<file path="config.mk">
export PLATFORM = sky130hd
export DESIGN_NAME = count_sequencer
export DESIGN_NICKNAME = d
export VERILOG_FILES = /design/src/rtl/count_sequencer.sv
export SDC_FILE = /design/constraint.sdc
export NUM_CORES = 1
export LEC_CHECK = 0
export ABC_AREA = 0
export BUFFER_PORTS_ARGS = -buffer_cell sky130_fd_sc_hd__buf_2
export CAP_MARGIN = 20
export CORE_ASPECT_RATIO = 1.25
export CORE_MARGIN = 2
export CORE_UTILIZATION = 35
export DETAILED_ROUTE_END_ITERATION = 7
export PLACE_DENSITY_LB_ADDON = 0.25
export SYNTH_ARGS = -nofsm -noshare
export SYNTH_HDL_FRONTEND = slang
export SYNTH_SLANG_ARGS = --single-unit
</file>
<file path="constraint.sdc">
create_clock -name clk -period 3.9 [get_ports clk]
set_input_delay 0.78 -clock clk [delete_from_list [all_inputs] [get_ports clk]]
set_output_delay 0.78 -clock clk [all_outputs]
set_load 0.03 [all_outputs]
</file>
<file path="src/rtl/count_sequencer.sv">
// Run controller for the counter datapath: prescaled count tick, idle/run/hold/done sequencing.
// Optional down-count mode with a dir input is enabled by defining CNT_DOWN_EN.
//
// state | meaning
// ------+-----------------------------------------------------------
// IDLE  | stopped, q and prescaler cleared
// RUN   | prescaler advancing, q steps on each tick
// HOLD  | paused, q and prescaler retained, no ticks
// DONE  | one-shot finished, q holds its final value
module count_sequencer #(
    parameter int PRESCALE = 25_000_000,
    parameter int CNT_W    = 4
) (
    input  logic             clk,
    input  logic             rst,
    input  logic             start,
    input  logic             stop,
    input  logic             pause,
    input  logic             reload_en,
    input  logic [CNT_W-1:0] limit,
`ifdef CNT_DOWN_EN
    input  logic             dir,
`endif
    output logic [CNT_W-1:0] q,
    output logic             tick,
    output logic             busy,
    output logic             done,
    output logic [1:0]       state
);

    typedef enum logic [1:0] {
        IDLE = 2'b00,
        RUN  = 2'b01,
        HOLD = 2'b10,
        DONE = 2'b11
    } state_t;

    localparam int PRE_W = (PRESCALE > 2) ? $clog2(PRESCALE) : 1;
    localparam logic [PRE_W-1:0] PRE_MAX = PRE_W'(PRESCALE - 1);

    state_t           st;
    logic [PRE_W-1:0] pre;
    logic [CNT_W-1:0] lim_r;
    logic             dir_r;
    logic             dir_in;

`ifdef CNT_DOWN_EN
    assign dir_in = dir;
`else
    assign dir_in = 1'b0;
`endif

    logic             at_term;
    logic [CNT_W-1:0] load_val;
    logic [CNT_W-1:0] reload_val;
    logic [CNT_W-1:0] step_val;

    assign at_term    = dir_r ? (q == '0) : (q == lim_r);
    assign load_val   = dir_in ? limit : '0;
    assign reload_val = dir_r ? lim_r : '0;
    assign step_val   = dir_r ? (q - 1'b1) : (q + 1'b1);
    assign state      = st;

    always_ff @(posedge clk) begin
        if (rst) begin
            st    <= IDLE;
            q     <= '0;
            pre   <= '0;
            lim_r <= '0;
            dir_r <= 1'b0;
            tick  <= 1'b0;
            done  <= 1'b0;
            busy  <= 1'b0;
        end else begin
            tick <= 1'b0;
            done <= 1'b0;
            case (st)
                IDLE, DONE: begin
                    if (stop) begin
                        st   <= IDLE;
                        q    <= '0;
                        pre  <= '0;
                        busy <= 1'b0;
                    end else if (start) begin
                        st    <= RUN;
                        busy  <= 1'b1;
                        lim_r <= limit;
                        dir_r <= dir_in;
                        q     <= load_val;
                        pre   <= '0;
                    end
                end
                RUN: begin
                    if (stop) begin
                        st   <= IDLE;
                        q    <= '0;
                        pre  <= '0;
                        busy <= 1'b0;
                    end else if (tick && at_term && !reload_en) begin
                        st   <= DONE;
                        busy <= 1'b0;
                        done <= 1'b1;
                    end else begin
                        // the tick issued last cycle is applied to q even if pause arrives now
                        if (tick) begin
                            q    <= at_term ? reload_val : step_val;
                            done <= at_term;
                        end
                        if (pause) begin
                            st <= HOLD;
                        end else if (pre == PRE_MAX) begin
                            pre  <= '0;
                            tick <= 1'b1;
                        end else begin
                            pre <= pre + 1'b1;
                        end
                    end
                end
                HOLD: begin
                    if (stop) begin
                        st   <= IDLE;
                        q    <= '0;
                        pre  <= '0;
                        busy <= 1'b0;
                    end else if (start) begin
                        st <= RUN;
                    end
                end
                default: begin
                    st   <= IDLE;
                    busy <= 1'b0;
                end
            endcase
        end
    end

endmodule

</file>
==> results of run 1 <==
## routing by layer
| layer | routed length, µm | track usage, % |
|---|---|---|
| met5 | 0 | 0 |
| met4 | 124 | 6.70 |
| met3 | 239 | 3.59 |
| met2 | 2610 | 27.8 |
| met1 | 2460 | 19.6 |
## cells in the final DEF (no fill, tap or decap), types with 11 or more instances in the layout
| cell type | n |
|---|---|
| nand2_1 | 25 |
| buf_2 | 18 |
| dfxtp_1 | 38 |
| nor2_1 | 12 |
| inv_1 | 11 |
| a21oi_1 | 13 |
| nand3_1 | 15 |
## cells by family (layout without fill, tap and decap cells)
kind of cell / count (synthesis) / count (layout) / synth area share (%)
buffers and inverters: 22 / 37 / 4.92
xor gates and xnor gates: 4 / 4 / 1.60
AOI/OAI and AO/OA: 70 / 70 / 22.6
DFF: 38 / 38 / 34.8
and+or+nand+nor: 112 / 112 / 31.0
adders and majority gates: 4 / 4 / 2.29
muxes: 6 / 6 / 2.80
## final timing paths
| kind | startpoint | slack, ns | to |
|---|---|---|---|
| setup / recovery | state[0] | 1.45 | pre[1] |
| hold / removal | pre[23] | 0.50 | pre[23] |
| setup reg to reg | state[0] | 1.45 | pre[1] |
| hold reg to reg | pre[23] | 0.50 | pre[23] |
## stage by stage
| step | cells | instance area (µm²) | util, % |
|---|---|---|---|
| floorplan | 256 | 2190 | - |
| global placement | 348 | 2320 | 37.8 |
| detailed placement | 348 | 2320 | 37.8 |
| CTS | 356 | 2420 | 39.6 |
| global route | 356 | 2420 | 39.6 |
| finish | 356 | 2420 | 39.6 |
## final cells by class
cell class	instances	share of cell area, %
Sequential cell	38	31.4
Clock buffer	5	2.84
Tap cell	85	4.39
Clock inverter	3	1.65
Timing Repair Buffer	18	3.72
Multi-Input combinational cell	196	54.3
Inverter	11	1.70
## worst register-to-register path, stage by stage (launching register included)
cell and delay, ns:
dfxtp_1 0.35, inv_1 0.06, ha_1 0.32, nand2b_1 0.08, a31oi_1 0.53, a21o_1 0.57, nor2_1 0.18, a32o_1 0.24
## sequential cells by signal, indices dropped and copies added, names as in the netlist
name   cells
pre       25
lim_r      4
q          4
state      2
busy       1
done       1
tick       1
## power by group
part | internal [mW] | leakage [nW] | switching [mW] | total (mW)
sequential | 0.392 | 0.307 | 0.00269 | 0.394
clock | 0.188 | 0.0579 | 0.146 | 0.335
combinational | 0.0234 | 0.500 | 0.0446 | 0.0680
==> summary.md, run 1 <==
| Metric | Value |
|---|---|
| Tcrit/Tclk final | 62.8% |
| Vias in the first global route | 1891 |
| Diode count | 0 |
| Crit path DAT | 2.63 ns |
| Core area | 6130 µm² |
| Initial antenna violation count | 0 |
| Critical Path Max Stage Delay | 0.57 ns |
| Total track usage | 16.4% |
| Routed WL | 5.43 mm |
| Number of I/O port buffers | 18 |
| Top-level I/O count | 19 |
| Layout Skew | 0.00898 ns |
| Clock net sink count | 38 |
| Buf/Inv on CP | 1 |
| Mapped Nets | 270 |
| Power Dens Cells | 329 nW/µm² |
| MaxCap Viol Count | 0 |
| Std-Cell Rows | 32 |
| Die Span Y | 92.4 µm |
| Slowest stage cell on the critical path | a21o_1 |
| Area of the multi-input gates | 1320 µm² |
| Most common library cells after synthesis | dfxtp_1 (38), nand2_1 (25), nand3_1 (15), a21oi_1 (13), nor2_1 (12) |
| DR WL/cell | 15.3 µm |
| Nature of the critical path endpoint | flip-flop |
| Netlist Area Pre-Place | 2190 µm² |
| Reg2reg path depth | 7 |
| Die W | 74.7 µm |
| Htree depth | 2 |
| Final setup TNS | 0 ns |
| Reg clk slew, reported paths | 0.08 ns |
| Fmax achieved | 409 MHz |
| Minimum hold slack | 0.498 ns |
| Post-layout worst setup margin | 1.45 ns |
| VDD IR max | 0.000120 V |
| HP Class | reg -> reg |
| Fill cells | 626 |
| Largest net degree at the start of global routing | 22 |
| Worst slew margin | 53.2% |
| Final Max Slew Viols | 0 |
| Sequential cell area fraction in the yosys report | 34.8% |
| # DRC | 0 |
| CTS buffer count | 5 |
| Leakage Power | 0.865 nW |
| Fin nets | 284 |
| RSZ-0062 raised after global routing | no |
| Register Area | 761 µm² |
| Maximum fanout along the worst path | 21 |
| Post-cts sizing count | 0 |
| Post-CTS Setup Inserts | 0 |
| Fraction of registers with async set/reset | 0% |
| Final Hold Fails | 0 |
| Mapped Cells | 256 |
| CTS tree | built |
| First-pass GRT wire length | 8.88 mm |
| FF+latch count, synth | 38 |
| GPL Wtd Cong | 0.803 |
| Iteration-0 DRC Markers | 93 |
| Die ar. | 6900 µm² |
| Worst-Margin Slew | 0.696 ns |
| Req. time, crit path | 4.09 ns |
| Clk root buf | clkbuf_8 |
| CTS Hold Bufs | 0 |
| Clock Latency Late Sink | 0.30 ns |
| Yosys warnings | 0 |
| WS Path Type | reg -> reg |
| Most frequent cell after synthesis | dfxtp_1 |
| Worst path depth | 7 |
| 1st-pass router iterations | 4 |
| Top Family by Delay on Critical Path | compound AO/OA/AOI/OAI gates |
| Final setup viols | 0 |
| Count of cell types in the netlist | 61 |
| Share of the synthesized area in the top cell type | 34.8% |
| Total via count in the routed design | 2012 |
| Area contributors post-synth | dfxtp_1 (35%), nand2_1 (4.3%), nand3_1 (3.4%), a21oi_1 (3.0%), a21o_1 (2.7%) |
| Min Tclk post-route | 2.45 ns |
| Initial Utilization | 35.7% |
| Outcome | complete, no violations |
| Total gr overflow | 0 |
| Routed vias/inst | 5.65 |
| Clock Path Buffers | 2 |
| Crit-path cells | inv_1, ha_1, nand2b_1, a31oi_1, a21o_1, nor2_1, a32o_1 |
| EDFF count, synth | 0 |
| Avg Cell Area, Syn | 8.54 µm² |
| Startpoint Class | flip-flop |
| Pre-CTS setup slack | 1.19 ns |
| Final ANT Viol Nets | 0 |
| Synth Flop Type | dfxtp_1 |
| Layout cells sized above 1 | 14.0% |
| Largest area contributor in the synthesized netlist | dfxtp_1 |
| Detailed placement HPWL | 4.00 mm |
| Hold depth | 1 |
| Power Total | 0.797 mW |
| Synth-to-layout area growth | 10.9% |
(Power assumes the default switching activity.)
==> run 2, diff against run 1 <==
clock period = 2.55 ns   (was 3.9 ns; I/O delays follow)
==> run 2 against run 1 <==
Compared with the run above: sequential power increased by 53%; first-iteration DRC count increased by 34%; sequential cell count unchanged; cell count increased by 3.4%.
==> summary.md, run 2 (synthesis results as in run 1) <==
| Metric | Value |
|---|---|
| Diode count | 0 |
| Final Max Slew Viols | 0 |
| Tcrit/Tclk final | 86.0% |
| Post-CTS Setup Inserts | 0 |
| Fin nets | 296 |
| Crit path DAT | 2.41 ns |
| Vias in the first global route | 1877 |
| Top-level I/O count | 19 |
| CTS tree | built |
| Clock Path Buffers | 2 |
| 1st-pass router iterations | 4 |
| Final Hold Fails | 0 |
| Core area | 6130 µm² |
| Layout Skew | 0.00330 ns |
| Top reg by flops | pre |
| WS Path Type | reg -> reg |
| DR WL/cell | 14.5 µm |
| CTS buffer count | 5 |
| Largest regs | pre x25, lim_r x4, q x4 |
| Final ANT Viol Nets | 0 |
| Die W | 74.7 µm |
| Largest net degree at the start of global routing | 21 |
| Worst reg2reg path startpoint | state[0] |
| Commonest non-fill, non-tap cell in the layout | dfxtp_1 |
| Number of I/O port buffers | 18 |
| Startpoint Class | flip-flop |
| Clock net sink count | 38 |
| Post-route insts no fill | 368 |
| Power Total | 1.15 mW |
| Routed vias/inst | 5.51 |
| Worst slew margin | 70.2% |
| Synth-to-layout area growth | 14.3% |
| HP Class | in -> reg |
| Detailed placement HPWL | 3.97 mm |
| MaxCap Viol Count | 0 |
| Maximum fanout along the worst path | 6 |
| Fmax achieved | 456 MHz |
| Iteration-0 DRC Markers | 125 |
| GPL Wtd Cong | 0.794 |
| Total track usage | 16.8% |
| Htree depth | 2 |
| Hold path start | pause |
| Final setup TNS | 0 ns |
| Outcome | complete, no violations |
| Die Span Y | 92.4 µm |
| Reg clk slew, reported paths | 0.07 ns |
| Die ar. | 6900 µm² |
| Clock Latency Late Sink | 0.28 ns |
| Total gr overflow | 0 |
| Leakage Power | 0.915 nW |
| Critical Path Start | state[0] |
| VDD IR max | 0.000182 V |
| Initial antenna violation count | 0 |
| Nature of the critical path endpoint | flip-flop |
| Layout cells sized above 1 | 17.3% |
| Req. time, crit path | 2.77 ns |
| Clk root buf | clkbuf_8 |
| First-pass GRT wire length | 9.06 mm |
| CTS Hold Bufs | 0 |
| # DRC | 0 |
| Power Dens Cells | 459 nW/µm² |
| Final setup viols | 0 |
| Total via count in the routed design | 2029 |
| Initial Utilization | 35.7% |
| Max reg flops | 25 |
| Placed insts | 360 |
| Routed WL | 5.34 mm |
| Post-cts sizing count | 0 |
| Min Tclk post-route | 2.19 ns |
| Fill cells | 640 |
| Std-Cell Rows | 32 |
| Most frequent cells in the layout | dfxtp_1 (38), nand2_1 (25), buf_2 (18) |
| Worst-Margin Slew | 0.443 ns |
| RSZ-0062 raised after global routing | no |
==> run 2: changes by cell type in the layout (fill, tap and decap cells not counted), sizes merged <==
cell,before,now
buf,18,30
clkbuf,5,7
bufinv,1,0
clkinv,2,1
==> run 2: through the flow <==
| stage | area (µm²) | worst slack [ns] | util, % | hold slack (ns) |
|---|---|---|---|---|
| floorplan | 2190 | 0.297 | - | 0.438 |
| global placement | 2410 | 0.446 | 39.3 | 0.460 |
| detailed placement | 2410 | 0.392 | 39.3 | 0.471 |
| CTS | 2500 | 0.362 | 40.8 | 0.408 |
| global route | 2500 | 0.232 | 40.8 | 0.421 |
| finish | 2500 | 0.357 | 40.8 | 0.416 |
==> run 2: layout make-up <==
class,instances,area [µm²],share of cell area (%)
clock buffer,7,86.3,3.46
timing repair buffer,30,180,7.21
tap,85,106,4.26
clock inverter,1,5.00,0.200
inverter,11,41.3,1.65
multi-input combinational,196,1320,52.8
sequential,38,761,30.5
==> run 2: worst paths after layout <==
path / slack [ns] / cells past startpoint / to
max reg2reg: 0.36 / 8 / pre[6]
max: 0.36 / 8 / pre[6]
min: 0.42 / 2 / tick
min reg2reg: 0.49 / 1 / pre[23]
==> run 2: metal layers <==
layer / track usage [%] / vias to the layer above / wire length, µm
li1: - / 1035 / -
met1: 22.2 / 949 / 2480
met2: 27.1 / 43 / 2600
met3: 3.37 / 2 / 213
met4: 5.06 / 0 / 38
met5: 0 / - / 0
==> run 2: worst max-delay path, stage by stage (launching register included) <==
cell,delay [ns]
dfxtp_1,0.36
inv_1,0.06
ha_1,0.32
nand2b_1,0.10
a31oi_1,0.11
buf_4,0.18
or3_1,0.38
or4b_1,0.47
a21oi_1,0.14
==> run 2: power by group <==
part,total (mW),switching (mW),internal (mW),leakage (nW)
Clock,0.426,0.208,0.218,0.0482
Sequential,0.603,0.00407,0.599,0.307
Combinational,0.117,0.0718,0.0451,0.560
